**config.mk**
```make
export PLATFORM = sky130hd
export DESIGN_NAME = m4_mem_wctrl_im_pack
export DESIGN_NICKNAME = d
export VERILOG_FILES = /design/src/rtl/m4_mem_wctrl_im_pack.sv
export SDC_FILE = /design/constraint.sdc
export NUM_CORES = 1
export LEC_CHECK = 0
export CAP_MARGIN = 20
export CORE_ASPECT_RATIO = 1.5
export CORE_MARGIN = 5
export CORE_UTILIZATION = 55
export CTS_BUF_LIST = sky130_fd_sc_hd__clkbuf_4 sky130_fd_sc_hd__clkbuf_8
export DETAILED_ROUTE_END_ITERATION = 8
export MAX_ROUTING_LAYER = met4
export PLACE_DENSITY = 0.87
export SKIP_CTS_REPAIR_TIMING = 1
export SLEW_MARGIN = 10
export SYNTH_ARGS = -nofsm -noshare
export SYNTH_HDL_FRONTEND = slang
export SYNTH_SLANG_ARGS = --single-unit
```
**constraint.sdc**
```tcl
create_clock -name clk -period 4.5 [get_ports clk]
set_clock_uncertainty 0.1 [all_clocks]
set_input_delay 0.675 -clock clk [delete_from_list [all_inputs] [get_ports clk]]
set_output_delay 0.675 -clock clk [all_outputs]
set_load 0.005 [all_outputs]
```
**src/rtl/m4_mem_wctrl_im_pack.sv**
```systemverilog
// m4_mem_wctrl_im_pack: M4 SRAM write controller for the IM EEPROM -> SRAM restore path.
// Unpacks the EEPROM byte stream LSB-first into 13-bit coefficients, pairs them into
// 32-bit words {3'b0, v_odd, 3'b0, v_even} and writes one word per M4 memory slot
// through a 2-entry word FIFO. One group = 13 bytes = 8 coefficients = 4 words.
// Ports:
//   clk, rst          clock, synchronous active-high reset
//   copy_from_im      restore mode enable; low aborts like rst
//   start             1-cycle pulse, begins a transfer when idle
//   im_32byte_num     base group number (latched at start)
//   im_ope_vadrs/hadrs vertical/horizontal op address, [1:0] latched at start
//   im_wdata, im_wstr EEPROM byte and its valid; taken when im_wstr & im_rdy
//   m4_cmd_cycle_stp  M4 memory slot strobe, at most one write per strobe
//   im_rdy            block accepts a byte this cycle
//   we, wad, wdata    registered SRAM write port
//   busy, done        transfer in progress / 1-cycle completion pulse
module m4_mem_wctrl_im_pack #(
    parameter int NUM_GROUPS = 64
) (
    input  logic        clk,
    input  logic        rst,
    input  logic        copy_from_im,
    input  logic        start,
    input  logic [10:0] im_32byte_num,
    input  logic [3:0]  im_ope_vadrs,
    input  logic [3:0]  im_ope_hadrs,
    input  logic [7:0]  im_wdata,
    input  logic        im_wstr,
    input  logic        m4_cmd_cycle_stp,
    output logic        im_rdy,
    output logic        we,
    output logic [18:0] wad,
    output logic [31:0] wdata,
    output logic        busy,
    output logic        done
);
    localparam logic [14:0] TOTAL = 15'(13 * NUM_GROUPS);
    localparam logic [1:0] S_IDLE  = 2'd0;
    localparam logic [1:0] S_RUN   = 2'd1;
    localparam logic [1:0] S_DRAIN = 2'd2;
    localparam logic [1:0] S_DONE  = 2'd3;

    logic [1:0]  state_q, state_d;
    logic [10:0] base_q, base_d;
    logic [1:0]  vad_q, vad_d, had_q, had_d;
    logic [14:0] bytes_q, bytes_d;
    logic [3:0]  bcnt_q, bcnt_d;
    logic [19:0] acc_q, acc_d;
    logic [4:0]  nb_q, nb_d;
    logic [12:0] half_q, half_d;
    logic        half_v_q, half_v_d;
    logic [31:0] mem_q [2];
    logic [31:0] mem_d [2];
    logic        wp_q, wp_d, rp_q, rp_d;
    logic [1:0]  cnt_q, cnt_d;
    logic [10:0] gidx_q, gidx_d;
    logic [1:0]  wrd_q, wrd_d;
    logic        we_q, we_d;
    logic [18:0] wad_q, wad_d;
    logic [31:0] wdata_q, wdata_d;

    logic        take, emit, push, pop;
    logic [19:0] cat;
    logic [4:0]  nb8;

    always_comb begin
        im_rdy  = (state_q == S_RUN) && (cnt_q != 2'd2) && (bytes_q < TOTAL);
        take    = im_rdy & im_wstr;
        // nb never exceeds 12 before an append, so the byte always fits in 20 bits
        cat     = acc_q | (20'(im_wdata) << nb_q);
        nb8     = nb_q + 5'd8;
        emit    = take && (nb8 >= 5'd13);
        push    = emit & half_v_q;
        pop     = m4_cmd_cycle_stp && (cnt_q != 2'd0);
        state_d = state_q;
        base_d  = base_q;
        vad_d   = vad_q;
        had_d   = had_q;
        bytes_d = bytes_q;
        bcnt_d  = bcnt_q;
        acc_d   = acc_q;
        nb_d    = nb_q;
        half_d  = half_q;
        half_v_d = half_v_q;
        mem_d   = mem_q;
        wp_d    = wp_q;
        rp_d    = rp_q;
        gidx_d  = gidx_q;
        wrd_d   = wrd_q;
        we_d    = pop;
        wad_d   = wad_q;
        wdata_d = wdata_q;
        if (take) begin
            bytes_d = bytes_q + 15'd1;
            bcnt_d  = (bcnt_q == 4'd12) ? 4'd0 : bcnt_q + 4'd1;
            acc_d   = emit ? cat >> 13 : cat;
            nb_d    = emit ? nb8 - 5'd13 : nb8;
        end
        if (emit) begin
            half_d   = half_v_q ? half_q : cat[12:0];
            half_v_d = ~half_v_q;
        end
        if (push) begin
            mem_d[wp_q] = {3'b0, cat[12:0], 3'b0, half_q};
            wp_d        = ~wp_q;
        end
        if (pop) begin
            rp_d    = ~rp_q;
            wad_d   = {vad_q, had_q, base_q + gidx_q, 2'b00, wrd_q};
            wdata_d = mem_q[rp_q];
            wrd_d   = wrd_q + 2'd1;
            gidx_d  = (wrd_q == 2'd3) ? gidx_q + 11'd1 : gidx_q;
        end
        cnt_d = cnt_q + {1'b0, push} - {1'b0, pop};
        case (state_q)
            S_IDLE: if (start) begin
                state_d  = S_RUN;
                base_d   = im_32byte_num;
                vad_d    = im_ope_vadrs[1:0];
                had_d    = im_ope_hadrs[1:0];
                bytes_d  = '0;
                bcnt_d   = '0;
                acc_d    = '0;
                nb_d     = '0;
                half_v_d = 1'b0;
                gidx_d   = '0;
                wrd_d    = '0;
            end
            S_RUN:   if (take && bytes_q == TOTAL - 15'd1) state_d = S_DRAIN;
            S_DRAIN: if (cnt_q == 2'd0) state_d = S_DONE;
            default: state_d = S_IDLE;
        endcase
    end

    always_ff @(posedge clk) begin
        if (rst || !copy_from_im) begin
            state_q  <= S_IDLE;
            base_q   <= '0;
            vad_q    <= '0;
            had_q    <= '0;
            bytes_q  <= '0;
            bcnt_q   <= '0;
            acc_q    <= '0;
            nb_q     <= '0;
            half_q   <= '0;
            half_v_q <= 1'b0;
            mem_q[0] <= '0;
            mem_q[1] <= '0;
            wp_q     <= 1'b0;
            rp_q     <= 1'b0;
            cnt_q    <= '0;
            gidx_q   <= '0;
            wrd_q    <= '0;
            we_q     <= 1'b0;
            wad_q    <= '0;
            wdata_q  <= '0;
        end else begin
            state_q  <= state_d;
            base_q   <= base_d;
            vad_q    <= vad_d;
            had_q    <= had_d;
            bytes_q  <= bytes_d;
            bcnt_q   <= bcnt_d;
            acc_q    <= acc_d;
            nb_q     <= nb_d;
            half_q   <= half_d;
            half_v_q <= half_v_d;
            mem_q    <= mem_d;
            wp_q     <= wp_d;
            rp_q     <= rp_d;
            cnt_q    <= cnt_d;
            gidx_q   <= gidx_d;
            wrd_q    <= wrd_d;
            we_q     <= we_d;
            wad_q    <= wad_d;
            wdata_q  <= wdata_d;
        end
    end

    assign we    = we_q;
    assign wad   = wad_q;
    assign wdata = wdata_q;
    assign busy  = (state_q == S_RUN) || (state_q == S_DRAIN);
    assign done  = (state_q == S_DONE);

    // 13 bytes carry exactly 8 coefficients, so the accumulator is empty at each group end
    a_group_align: assert property (@(posedge clk) disable iff (rst || !copy_from_im)
        (take && bcnt_q == 4'd12) |=> (nb_q == 5'd0));
    a_no_overflow: assert property (@(posedge clk) disable iff (rst || !copy_from_im)
        !(push && cnt_q == 2'd2));
endmodule
```
==> reports/qor.csv <==
stage;metric;value;unit
status;run_status;finished clean;
critical_path;worst_path_dominant_cell_family;adder cells;
critical_path;crit_chain;ha_1, inv_1, o21ai_1, a21oi_4, nand2b_4, inv_2, ha_1, inv_1, ha_1, inv_1, ha_1, xnor2_1, xnor2_1, nor2_1;
synth;ys_ff_latch;184;
critical_path;timing.critical_path.fanout_max;16;
final_layout;diodes;0;
hold_path;hold_path.class;register to register;
placement;hpwlAfterDp;12300;um
clock_network;max_root_sink_buffers;2;
critical_path;critical_path_buf_inv_count;4;
synth;synthTopCellsByArea;sky130_fd_sc_hd__dfxtp_1, sky130_fd_sc_hd__nand2_1, sky130_fd_sc_hd__nor2_1, sky130_fd_sc_hd__a21oi_1, sky130_fd_sc_hd__a211oi_1;
die;initial_core_util;55.52;%
final_layout;final_util;63.99;%
global_route;grt_overflow;0;
detailed_routing;drt-wirelength-per-cell;15.33;um
die;floorplan.die.width;108.4;um
synth;ys.warnings.count;0;
detailed_routing;post_drt_via_cell_ratio;5.592;
timing;timing.final.setup_violations;0;
critical_path;crit_path_top_delay_cell;sky130_fd_sc_hd__dfxtp_1;
critical_path;cp_slowest_stage_delay;790;ps
placement;place_inst;1122;
detailed_routing;dr.pass1.iters;6;
global_route;first_global_vias;6204;
clock_network;path_clk_slew;90;ps
global_route;grt_max_degree;66;
critical_path;reg2reg_setup_slack;1060;ps
critical_path;r2r_start;nb_q[0]$_SDFF_PP0_;
detailed_routing;dr_total_vias;6447;
timing;setup_tns;0;ps
critical_path;critical_path.startpoint;nb_q[0]$_SDFF_PP0_;
critical_path;critPathArrivalTime;3670;ps
timing;tightestPinTransition;887.0;ps
hold_path;holdCritStartpoint;mem_q[24]$_SDFFE_PP0P_;
final_layout;areaGrowthSynthToFinish;15.25;%
timing;layout_setup_ws;1061;ps
die;row_count;54;
final_layout;design.final.nets;1004;
synth;synth.distinct_cells;68;
job;max_cap_viol_count;0;
clock_network;htree_levels;4;
detailed_routing;remaining_drc_errors;0;
synth;asyncSetResetFlopFracSynth;0;%
timing;fmax;0.2908;GHz
detailed_routing;postRouteWirelength;17680;um
global_route;grt_first_pass_wirelength;29090;um
final_layout;layout_cell_share_with_drive_strength_beyond_1;8.464;%
synth;synth.yosys.seq_area_share;46.10;%
critical_path;cp_common_cell;sky130_fd_sc_hd__ha_1;
synth;mappedNetlistArea;7990;um^2
critical_path;timing.critical_path.required;4730;ps
critical_path;setup.worst_path.end_class;register;
timing;count_of_endpoints_failing_hold_in_the_final_timing_report;0;
placement;numPortBuffers;75;
detailed_routing;drtIter0Drc;419;
clock_network;clock_sink_count;184;
timing;slew-limit-headroom;40.78;%
synth;synthDominantAreaCellType;sky130_fd_sc_hd__dfxtp_1;
power;power_density;318.5;nW/um^2
clock_network;cts-root-buf;sky130_fd_sc_hd__clkbuf_8;
clock_network;cts-buffers-inserted;17;
power;power.leakage;3.153;nW
global_route;antenna_found_initial;0;
timing;final_period_minus_worst_setup_slack;3439;ps
synth;synth_ff_type;sky130_fd_sc_hd__dfxtp_1;
final_layout;post_layout_nonfiller_instances;1153;
placement;place.gp.congestion;0.9160;
clock_network;clkLatencyLatePin;460;ps
die;fp.coreArea;14390;um^2
critical_path;worstSetupPathType;register to register;
timing;finalMaxSlewViolations;0;
die;design.die.area;17090;um^2
detailed_routing;drt.antenna.violating_nets;0;
timing;grt_setup_unrepaired;false;
die;ports_placed_on_the_boundary;88;
synth;synth_enable_flop_cells;0;
critical_path;critical_path.startpoint_type;register;
synth;post_synth.cell_area_avg;8.908;um^2
timing;post-route-period-util;76.42;%
power;peakVddDrop;176.6;uV
power;design_power_total;2.933;mW
synth;synth_top_area_share;46.10;%
die;chipHeight;157.6;um
clock_network;cts_tree;done;
synth;postSynthCellCount;897;
global_route;globalRouteTotalUtil;21.67;%
placement;pre_cts_ws;1095;ps
cells in the final DEF, fill, tap and decap left out, types with 19 or more instances in the layout:
cell                                n
sky130_fd_sc_hd__clkdlybuf4s50_1   75
sky130_fd_sc_hd__mux2i_1           30
sky130_fd_sc_hd__nand2_1          126
sky130_fd_sc_hd__o21ai_0           35
sky130_fd_sc_hd__ha_1              25
sky130_fd_sc_hd__xnor2_1           19
sky130_fd_sc_hd__nor2_1           111
sky130_fd_sc_hd__dfxtp_1          184
sky130_fd_sc_hd__a211oi_1          47
sky130_fd_sc_hd__a21oi_1           80
state kept, by name (all words and copies together), names as in the netlist, 2 cells and up:
| name | cells |
|---|---|
| bytes_q | 15 |
| half_q | 13 |
| wrd_q | 2 |
| vad_q | 2 |
| wdata | 26 |
| cnt_q | 2 |
| wad | 17 |
| had_q | 2 |
| mem_q | 52 |
| acc_q | 20 |
| gidx_q | 11 |
| base_q | 11 |
| nb_q | 5 |
| state_q | 2 |
metal layers:
| metal | global-route usage (%) | part of all wire [%] | vias to the layer above |
|---|---|---|---|
| met1 | 24.20 | 40 | 3061 |
| li1 | - | - | 3201 |
| met4 | 8.965 | 2.6 | 0 |
| met2 | 38.20 | 53 | 150 |
| met5 | - | 0 | - |
| met3 | 3.427 | 4.1 | 35 |
report_power, final:
group	total, mW	internal, mW	switching, mW
combinational	0.140	0.0543	0.0859
sequential	1.64	1.63	0.00472
clock	1.16	0.569	0.587
cells in the mapped netlist (6+ instances only):
library cell / number
sky130_fd_sc_hd__a22o_1: 14
sky130_fd_sc_hd__nand2_1: 126
sky130_fd_sc_hd__mux2i_1: 30
sky130_fd_sc_hd__and3_1: 11
sky130_fd_sc_hd__a211oi_1: 47
sky130_fd_sc_hd__a21oi_1: 80
sky130_fd_sc_hd__nand3_1: 18
sky130_fd_sc_hd__nor2b_1: 6
sky130_fd_sc_hd__o21ai_0: 35
sky130_fd_sc_hd__nor3_1: 10
sky130_fd_sc_hd__inv_1: 14
sky130_fd_sc_hd__xnor2_1: 19
sky130_fd_sc_hd__nor2_1: 112
sky130_fd_sc_hd__buf_1: 7
sky130_fd_sc_hd__ha_1: 25
sky130_fd_sc_hd__buf_2: 6
sky130_fd_sc_hd__xor2_1: 11
sky130_fd_sc_hd__o21ai_1: 8
sky130_fd_sc_hd__buf_4: 9
sky130_fd_sc_hd__clkbuf_1: 37
sky130_fd_sc_hd__dfxtp_1: 184
path summary, 6_finish.rpt:
| path | endpoint | depth (start not counted) |
|---|---|---|
| setup / recovery | cnt_q[1]$_SDFF_PP0_ | 14 |
| hold / removal | mem_q[24]$_SDFFE_PP0P_ | 2 |
| setup reg to reg | cnt_q[1]$_SDFF_PP0_ | 14 |
| hold reg to reg | mem_q[24]$_SDFFE_PP0P_ | 2 |
worst reg2reg max path, stage by stage, from the launching register on:
cell and delay [ps]:
sky130_fd_sc_hd__dfxtp_1 790, sky130_fd_sc_hd__ha_1 270, sky130_fd_sc_hd__inv_1 40, sky130_fd_sc_hd__o21ai_1 200
sky130_fd_sc_hd__a21oi_4 150, sky130_fd_sc_hd__nand2b_4 260, sky130_fd_sc_hd__inv_2 200, sky130_fd_sc_hd__ha_1 270
sky130_fd_sc_hd__inv_1 120, sky130_fd_sc_hd__ha_1 290, sky130_fd_sc_hd__inv_1 40, sky130_fd_sc_hd__ha_1 180
sky130_fd_sc_hd__xnor2_1 220, sky130_fd_sc_hd__xnor2_1 150, sky130_fd_sc_hd__nor2_1 50
kinds of logic (layout without fill, tap and decap cells):
family                     count (synthesis)  in the layout  share of synthesized area, %
AOI/OAI and AO/OA                        218            218                         17.96
adders and majority gates                 26             26                         4.165
DFF                                      184            184                         46.10
muxes                                     43             43                         6.311
other                                      1              8                       0.04693
xor gates and xnor gates                  30             30                         3.288
buffers and inverters                     80            133                         4.557
and+or+nand+nor                          315            315                         17.57
through the flow:
stage / hold slack (ps) / area, um^2
2_1_floorplan: 324.8 / 8016
3_3_place_gp: 334.0 / 8793
3_5_place_dp: 346.4 / 8793
6_report: 356.8 / 9209
4_1_cts: 359.5 / 9209
5_1_grt: 379.7 / 9209
area by class of cell:
| class | instances | area (um^2) |
|---|---|---|
| tap | 196 | 245.2 |
| multi-input combinational | 640 | 3979 |
| sequential | 184 | 3684 |
| clock inverter | 12 | 166.4 |
| timing repair buffer | 84 | 818.3 |
| clock buffer | 19 | 249.0 |
| inverter | 18 | 67.56 |
| fill | 1167 | 5182 |
No activity file was read; power rests on OpenSTA's default activity.
